File: src/rtl/axil_master_if.sv
// axil_master_if: single-outstanding AXI4-Lite initiator.
// Turns a command/response handshake into one AXI4-Lite write (AW/W/B) or
// read (AR/R) at a time and returns resp code and read data.
// Optional build macro AXIL_MASTER_TIMEOUT_EN adds a sticky err_timeout
// watchdog flag; the transaction itself is never aborted.
module axil_master_if #(
  parameter int DATA_WIDTH     = 32,
  parameter int ADDR_WIDTH     = 16,
  parameter int STRB_WIDTH     = DATA_WIDTH / 8,
  parameter int TIMEOUT_CYCLES = 1024
) (
  input  logic                  clk,
  input  logic                  rst_n,
  input  logic                  cmd_valid,
  output logic                  cmd_ready,
  input  logic                  cmd_we,
  input  logic [ADDR_WIDTH-1:0] cmd_addr,
  input  logic [DATA_WIDTH-1:0] cmd_wdata,
  input  logic [STRB_WIDTH-1:0] cmd_wstrb,
  output logic                  rsp_valid,
  input  logic                  rsp_ready,
  output logic                  rsp_we,
  output logic [DATA_WIDTH-1:0] rsp_rdata,
  output logic [1:0]            rsp_resp,
  output logic [ADDR_WIDTH-1:0] m_axil_awaddr,
  output logic                  m_axil_awvalid,
  input  logic                  m_axil_awready,
  output logic [DATA_WIDTH-1:0] m_axil_wdata,
  output logic [STRB_WIDTH-1:0] m_axil_wstrb,
  output logic                  m_axil_wvalid,
  input  logic                  m_axil_wready,
  input  logic [1:0]            m_axil_bresp,
  input  logic                  m_axil_bvalid,
  output logic                  m_axil_bready,
  output logic [ADDR_WIDTH-1:0] m_axil_araddr,
  output logic                  m_axil_arvalid,
  input  logic                  m_axil_arready,
  input  logic [DATA_WIDTH-1:0] m_axil_rdata,
  input  logic [1:0]            m_axil_rresp,
  input  logic                  m_axil_rvalid,
  output logic                  m_axil_rready
`ifdef AXIL_MASTER_TIMEOUT_EN
  ,
  output logic                  err_timeout
`endif
);

  typedef enum logic [2:0] {
    IDLE    = 3'd0,
    WR_REQ  = 3'd1,
    WR_RESP = 3'd2,
    RD_REQ  = 3'd3,
    RD_RESP = 3'd4,
    RSP     = 3'd5
  } state_t;

  state_t state_q, state_d;

  logic aw_done_q, w_done_q;
  logic cmd_accept;
  logic aw_hs, w_hs, b_hs, ar_hs, r_hs;

  assign cmd_accept = cmd_valid && cmd_ready;
  assign aw_hs      = m_axil_awvalid && m_axil_awready;
  assign w_hs       = m_axil_wvalid && m_axil_wready;
  assign b_hs       = m_axil_bvalid && m_axil_bready;
  assign ar_hs      = m_axil_arvalid && m_axil_arready;
  assign r_hs       = m_axil_rvalid && m_axil_rready;

  // State register
  always_ff @(posedge clk) begin
    if (!rst_n) state_q <= IDLE;
    else        state_q <= state_d;
  end

  // Next-state logic and state-decoded handshake outputs
  always_comb begin
    state_d       = state_q;
    cmd_ready     = 1'b0;
    m_axil_bready = 1'b0;
    m_axil_rready = 1'b0;
    rsp_valid     = 1'b0;
    case (state_q)
      IDLE: begin
        cmd_ready = rst_n;
        if (cmd_valid && rst_n) state_d = cmd_we ? WR_REQ : RD_REQ;
      end
      WR_REQ: begin
        // AW and W complete independently; leave once both are done
        if ((aw_done_q || aw_hs) && (w_done_q || w_hs)) state_d = WR_RESP;
      end
      WR_RESP: begin
        m_axil_bready = 1'b1;
        if (m_axil_bvalid) state_d = RSP;
      end
      RD_REQ: begin
        if (ar_hs) state_d = RD_RESP;
      end
      RD_RESP: begin
        m_axil_rready = 1'b1;
        if (m_axil_rvalid) state_d = RSP;
      end
      RSP: begin
        rsp_valid = 1'b1;
        if (rsp_ready) state_d = IDLE;
      end
      default: state_d = IDLE;
    endcase
  end

  // Request channel registers and response capture
  always_ff @(posedge clk) begin
    if (!rst_n) begin
      m_axil_awaddr  <= '0;
      m_axil_awvalid <= 1'b0;
      m_axil_wdata   <= '0;
      m_axil_wstrb   <= '0;
      m_axil_wvalid  <= 1'b0;
      m_axil_araddr  <= '0;
      m_axil_arvalid <= 1'b0;
      aw_done_q      <= 1'b0;
      w_done_q       <= 1'b0;
      rsp_we         <= 1'b0;
      rsp_rdata      <= '0;
      rsp_resp       <= 2'b00;
    end else begin
      if (cmd_accept) begin
        rsp_we <= cmd_we;
        if (cmd_we) begin
          m_axil_awaddr  <= cmd_addr;
          m_axil_wdata   <= cmd_wdata;
          m_axil_wstrb   <= cmd_wstrb;
          m_axil_awvalid <= 1'b1;
          m_axil_wvalid  <= 1'b1;
          aw_done_q      <= 1'b0;
          w_done_q       <= 1'b0;
        end else begin
          m_axil_araddr  <= cmd_addr;
          m_axil_arvalid <= 1'b1;
        end
      end
      if (aw_hs) begin
        m_axil_awvalid <= 1'b0;
        aw_done_q      <= 1'b1;
      end
      if (w_hs) begin
        m_axil_wvalid <= 1'b0;
        w_done_q      <= 1'b1;
      end
      if (ar_hs) m_axil_arvalid <= 1'b0;
      if (b_hs) begin
        rsp_resp  <= m_axil_bresp;
        rsp_rdata <= '0;
      end
      if (r_hs) begin
        rsp_resp  <= m_axil_rresp;
        rsp_rdata <= m_axil_rdata;
      end
    end
  end

`ifdef AXIL_MASTER_TIMEOUT_EN
  localparam int CNT_W = $clog2(TIMEOUT_CYCLES + 1);

  logic [CNT_W-1:0] wait_cnt_q;
  logic             waiting;

  assign waiting = (state_q == WR_REQ) || (state_q == WR_RESP) ||
                   (state_q == RD_REQ) || (state_q == RD_RESP);

  // Watchdog: counts cycles spent waiting on the responder, flag is sticky
  always_ff @(posedge clk) begin
    if (!rst_n) begin
      wait_cnt_q  <= '0;
      err_timeout <= 1'b0;
    end else if (cmd_accept) begin
      wait_cnt_q <= '0;
    end else if (waiting) begin
      if (wait_cnt_q != CNT_W'(TIMEOUT_CYCLES)) wait_cnt_q <= wait_cnt_q + 1'b1;
      if (wait_cnt_q == CNT_W'(TIMEOUT_CYCLES - 1)) err_timeout <= 1'b1;
    end
  end
`endif

endmodule

File: config.mk
export PLATFORM = sky130hd
export DESIGN_NAME = axil_master_if
export DESIGN_NICKNAME = d
export VERILOG_FILES = /design/src/rtl/axil_master_if.sv
export SDC_FILE = /design/constraint.sdc
export NUM_CORES = 1
export LEC_CHECK = 0
export CAP_MARGIN = 20
export CORE_ASPECT_RATIO = 1.25
export CORE_UTILIZATION = 33
export DETAILED_ROUTE_END_ITERATION = 10
export PLACE_DENSITY = 0.78
export SLEW_MARGIN = 20
export SYNTH_ARGS = -nofsm -noshare
export SYNTH_HDL_FRONTEND = slang
export SYNTH_SLANG_ARGS = --single-unit
File: constraint.sdc
create_clock -name clk -period 1.9 [get_ports clk]
set_clock_uncertainty 0.15 [all_clocks]
set_input_delay 0.38 -clock clk [delete_from_list [all_inputs] [get_ports clk]]
set_output_delay 0.38 -clock clk [all_outputs]
set_load 0.005 [all_outputs]
Word-level counts from Yosys, hierarchy flattened. Index checks and enable logic that the tools add are counted.

Register bits: 111. Bits of input ports: 98. Output and inout port bits: 110. Logic and storage cells: 70.

Equal/unequal tests: 11. Mux-type cells: 20. Bitwise logic cells: 2. Reduce and logical (&&, ||, !) cells: 24.

Operator list (count): $mux 32 (2); $mux 3 (6); $pmux 3 s6 (1); $ne 2x2->1 const B (6); $reduce_bool 2->1 (5); $logic_and 1x1->1 (8); $mux 1 (8); $reduce_and 2->1 (4); $eq 3x2->1 const B (2); $eq 3x3->1 const B (2); $mux 2 (3); $reduce_and 6->1 (1); $reduce_or 2->1 (3); $eq 3x1->1 const B (1); $logic_not 3->1 (1); $logic_or 1x1->1 (2); $not 1->1 (2).

Depth between registers and ports, before layout.
Depth in word-level cells: 5. Gate-level depth with buffers: 6. Gate-level depth less buffers: 3.

Worst setup path after synthesis. No wires, ideal clock.

Path type: flip-flop to flip-flop. Start point: register state_q[0]. End point: register aw_done_q. Setup time: 0.117 ns. Data arrival time: 1.246 ns. Required time: 1.633 ns. Path slack: 0.387 ns. Stages on the path, launching flop included: 7. Path buffers: 3. Period minus slack after synthesis: 1.513 ns. Cell sequence: dfxtp_1 > buf_2 > nor3b_2 > and2_1 > buf_2 > buf_4 > o21ai_1.

Cells in the longest elaborated chain, start to end: 5.

RTL lines: from (decl) (line 57) `state_t state_q, state_d;`; from (signal assigned) (line 73) `else state_q <= state_d;`; $logic_not 3->1 (line 83) `case (state_q)`; $mux 1 (line 83); $logic_and 1x1->1 (line 63) `assign cmd_accept = cmd_valid && cmd_ready;`; $reduce_bool 2->1 (no source line); $reduce_and 2->1 (no source line); to (signal assigned) (line 121) `aw_done_q <= 1'b0;`; to (signal assigned) (line 135) `aw_done_q <= 1'b0;`; to (signal assigned) (line 144) `aw_done_q <= 1'b1;`; to (decl) (line 59) `logic aw_done_q, w_done_q;`.

No other way between the ends. A chain may end at the register's enable or synchronous reset.

Worst setup path in the final report.
Start point: register m_axil_arvalid. End point: output port m_axil_arvalid.

RTL lines: from (decl) (line 36) `output logic m_axil_arvalid,`; from (signal assigned) (line 120) `m_axil_arvalid <= 1'b0;`; from (signal assigned) (line 139) `m_axil_arvalid <= 1'b1;`; from (signal assigned) (line 150) `if (ar_hs) m_axil_arvalid <= 1'b0;`.

No word-level cell between the ends.

==> flow_metrics.tcl <==
set metrics [dict create \
    status "finished clean" \
    maxSlewHeadroom 0.694 \
    drt_iter0_markers 252 \
    cts_tree "built" \
    crit_fanout 6 \
    fin_util 0.551 \
    pwr-share-seq 0.472 \
    synth_top_area_frac 0.517 \
    synthSimpleGateAreaFrac 0.250 \
    fp.dieH_um 130 \
    clk_pin_slew_worst_paths_ns 0.07 \
    grt_max_degree 117 \
    startpoint_type "register" \
    p_total_w 0.00531 \
    rsz0062_at_grt "no" \
    totalWireLength_mm 13.5 \
    synth_most_common_cell "dfxtp_1" \
    synthTopCellsByArea "dfxtp_1 (52%), nand3_1 (12%), nand2_1 (9.6%)" \
    gp_congestion 0.789 \
    finalSetupViolations 0 \
    clock_latency_ns 0.34 \
    p_leak_nw 2.48 \
    num_antenna_cells 0 \
    io_pins 208 \
    postSynthCellCount 520 \
    p_int_w 0.00404 \
    cts-root-buf "clkbuf_16" \
    drt-pass1-iter-count 4 \
    hpwl_mm 9.77 \
    die-area_um2 13500 \
    htreeDepth 3 \
    power_switching_w 0.00128 \
    ys_seq_area_frac 0.517 \
    ys.flop_type "dfxtp_1" \
    crit_type "register to primary output" \
    worstHoldPathType "input port to register" \
    finalMaxSlewViolations 0 \
    worst_slew_pin_slew_ns 0.459 \
    critPathBufInv 1 \
    syn_nets 618 \
    nNetsFinal 814 \
    drc 0 \
    grt_pass1_wl_mm 21.4 \
    synth-compound-area-share 0.170 \
    antenna_found_initial 0 \
    row_count 46 \
    synth_edf_count 0 \
    die_w_um 104 \
    synthToLayoutAreaGrowth_pct 62.8 \
    grtUsageTotal 0.197 \
    grt_pass1_vias 4308 \
    fmax_mhz 542 \
    route.vias.total 4462 \
    ir_drop_v 0.000521 \
    dp_cells 873 \
    period_share 0.971 \
    synthAdderAreaFrac 0 \
    postSynthAreaPerCell_um2 8.27 \
    powerDensity_nw_per_um2 759 \
    cp_slowest_stage_delay_ns 0.54 \
    fin_cells 889 \
    final_antenna_net_count 0 \
    muxShareOfSynthArea 0.00931 \
    swShare 0.240 \
    syn_area_um2 4300 \
    synth_top_family_by_area "simple AND/OR/NAND/NOR gates" \
    cts_buffers 9 \
    grt-ovfl-total 0 \
    synth_seq_cells 111 \
    comb_power_share 0.172 \
    drive_gt1_frac 0.0735 \
    portBuffers 207 \
    clkPwrFrac 0.356 \
    post_drt_via_cell_ratio 5.02 \
    initial_core_util 0.338 \
    cp.arrival_ns 1.32 \
    ys_warn_count 0 \
    tns_ns 0 \
    cts_sinks 111 \
    endpoint_kind "primary output" \
    worstPathRequired_ns 1.37 \
    drv_cap 0 \
    cp_top_family "buffers and inverters" \
    synth_xor_area_frac 0 \
    hold_violations 0 \
    core_area_um2 12700 \
    cts-root-to-sink-buffers 2 \
    ys_types 37 \
    worstPathCellList "clkdlybuf4s50_1" \
    period_minus_slack_ns 1.85 \
    routedWlPerCell_um 15.2 \
    ys_async_sr_fraction 0 \
    yosysTopAreaCell "dfxtp_1" \
    synth_commonest_cells "dfxtp_1 (111), nand2_1 (110), nand3_1 (101)" \
    cp_slowest_cell "clkdlybuf4s50_1" \
]
## sequential cells by signal, summed over array words and instances (netlist names)
signal          flops
m_axil_wdata       32
rsp_rdata          32
m_axil_araddr      16
m_axil_awaddr      16
m_axil_wstrb        4
state_q             3
rsp_resp            2
aw_done_q           1
m_axil_arvalid      1
m_axil_awvalid      1
m_axil_wvalid       1
rsp_we              1
w_done_q            1
## repair_timing
item | 4_1_cts | 5_1_grt
setup buffers | 0 | 0
setup endpoints to repair | 4 | 0
hold buffers | 0 | 0
resized for setup | 13 | 0
## placed cells by master (no fill, tap or decap), drive strengths merged, types with 3 or more instances in the layout
cell / instances
mux2i: 4
dfxtp: 111
a21oi: 4
o21ai: 71
nand3: 101
a21boi: 34
nand2b: 5
buf: 29
clkbuf: 12
nand2: 110
dlygate4sd2: 3
clkdlybuf4s50: 202
## cells by family (layout without fill, tap and decap cells)
group           after synthesis  in the layout
compound gates              122            122
mux                           4              4
flops                       111            111
simple gates                232            232
buf+inv                      51            252
## routing by layer
layer,share of wire,wire (µm),GRT usage
met5,0,0,0
met4,0.013,173,0.0622
met3,0.074,1000,0.0578
met2,0.48,6460,0.343
met1,0.44,5900,0.234
## final cells by class
class | instances | area (µm²)
clock buffers | 12 | 246
clock inverters | 4 | 53.8
fillers | 1136 | 5720
inverters | 1 | 3.75
multi-input cells | 358 | 1870
flip-flops and latches | 111 | 2230
well taps | 168 | 210
repair buffers | 235 | 2390
## power by group through the flow
stage                     logic [W]  clock network [W]  registers, W
after floorplan            0.000309                  0       0.00255
after global placement     0.000896                  0       0.00255
after detailed placement   0.000915                  0       0.00256
after CTS                  0.000920            0.00196       0.00251
after global routing       0.000985            0.00204       0.00252
final                      0.000914            0.00189       0.00251
## through the flow
step	hold WS [ns]	instance area (µm²)	setup WS, ns
3_3_place_gp	0.288	6680	-0.0454
5_1_grt	0.318	7000	0.00634
3_5_place_dp	0.291	6680	-0.0929
4_1_cts	0.285	7000	0.0282
6_report	0.294	7000	0.0550
2_1_floorplan	0.278	4300	0.387
## final timing paths
kind         cells past startpoint           endpoint               from  slack, ns
max                              1     m_axil_arvalid     m_axil_arvalid       0.05
min                              3      rsp_rdata[25]              rst_n       0.29
max reg2reg                      6   m_axil_awaddr[9]         state_q[0]       0.22
min reg2reg                      2  m_axil_awaddr[10]  m_axil_awaddr[10]       0.30
Note: power is estimated with default switching activity, not from simulation.
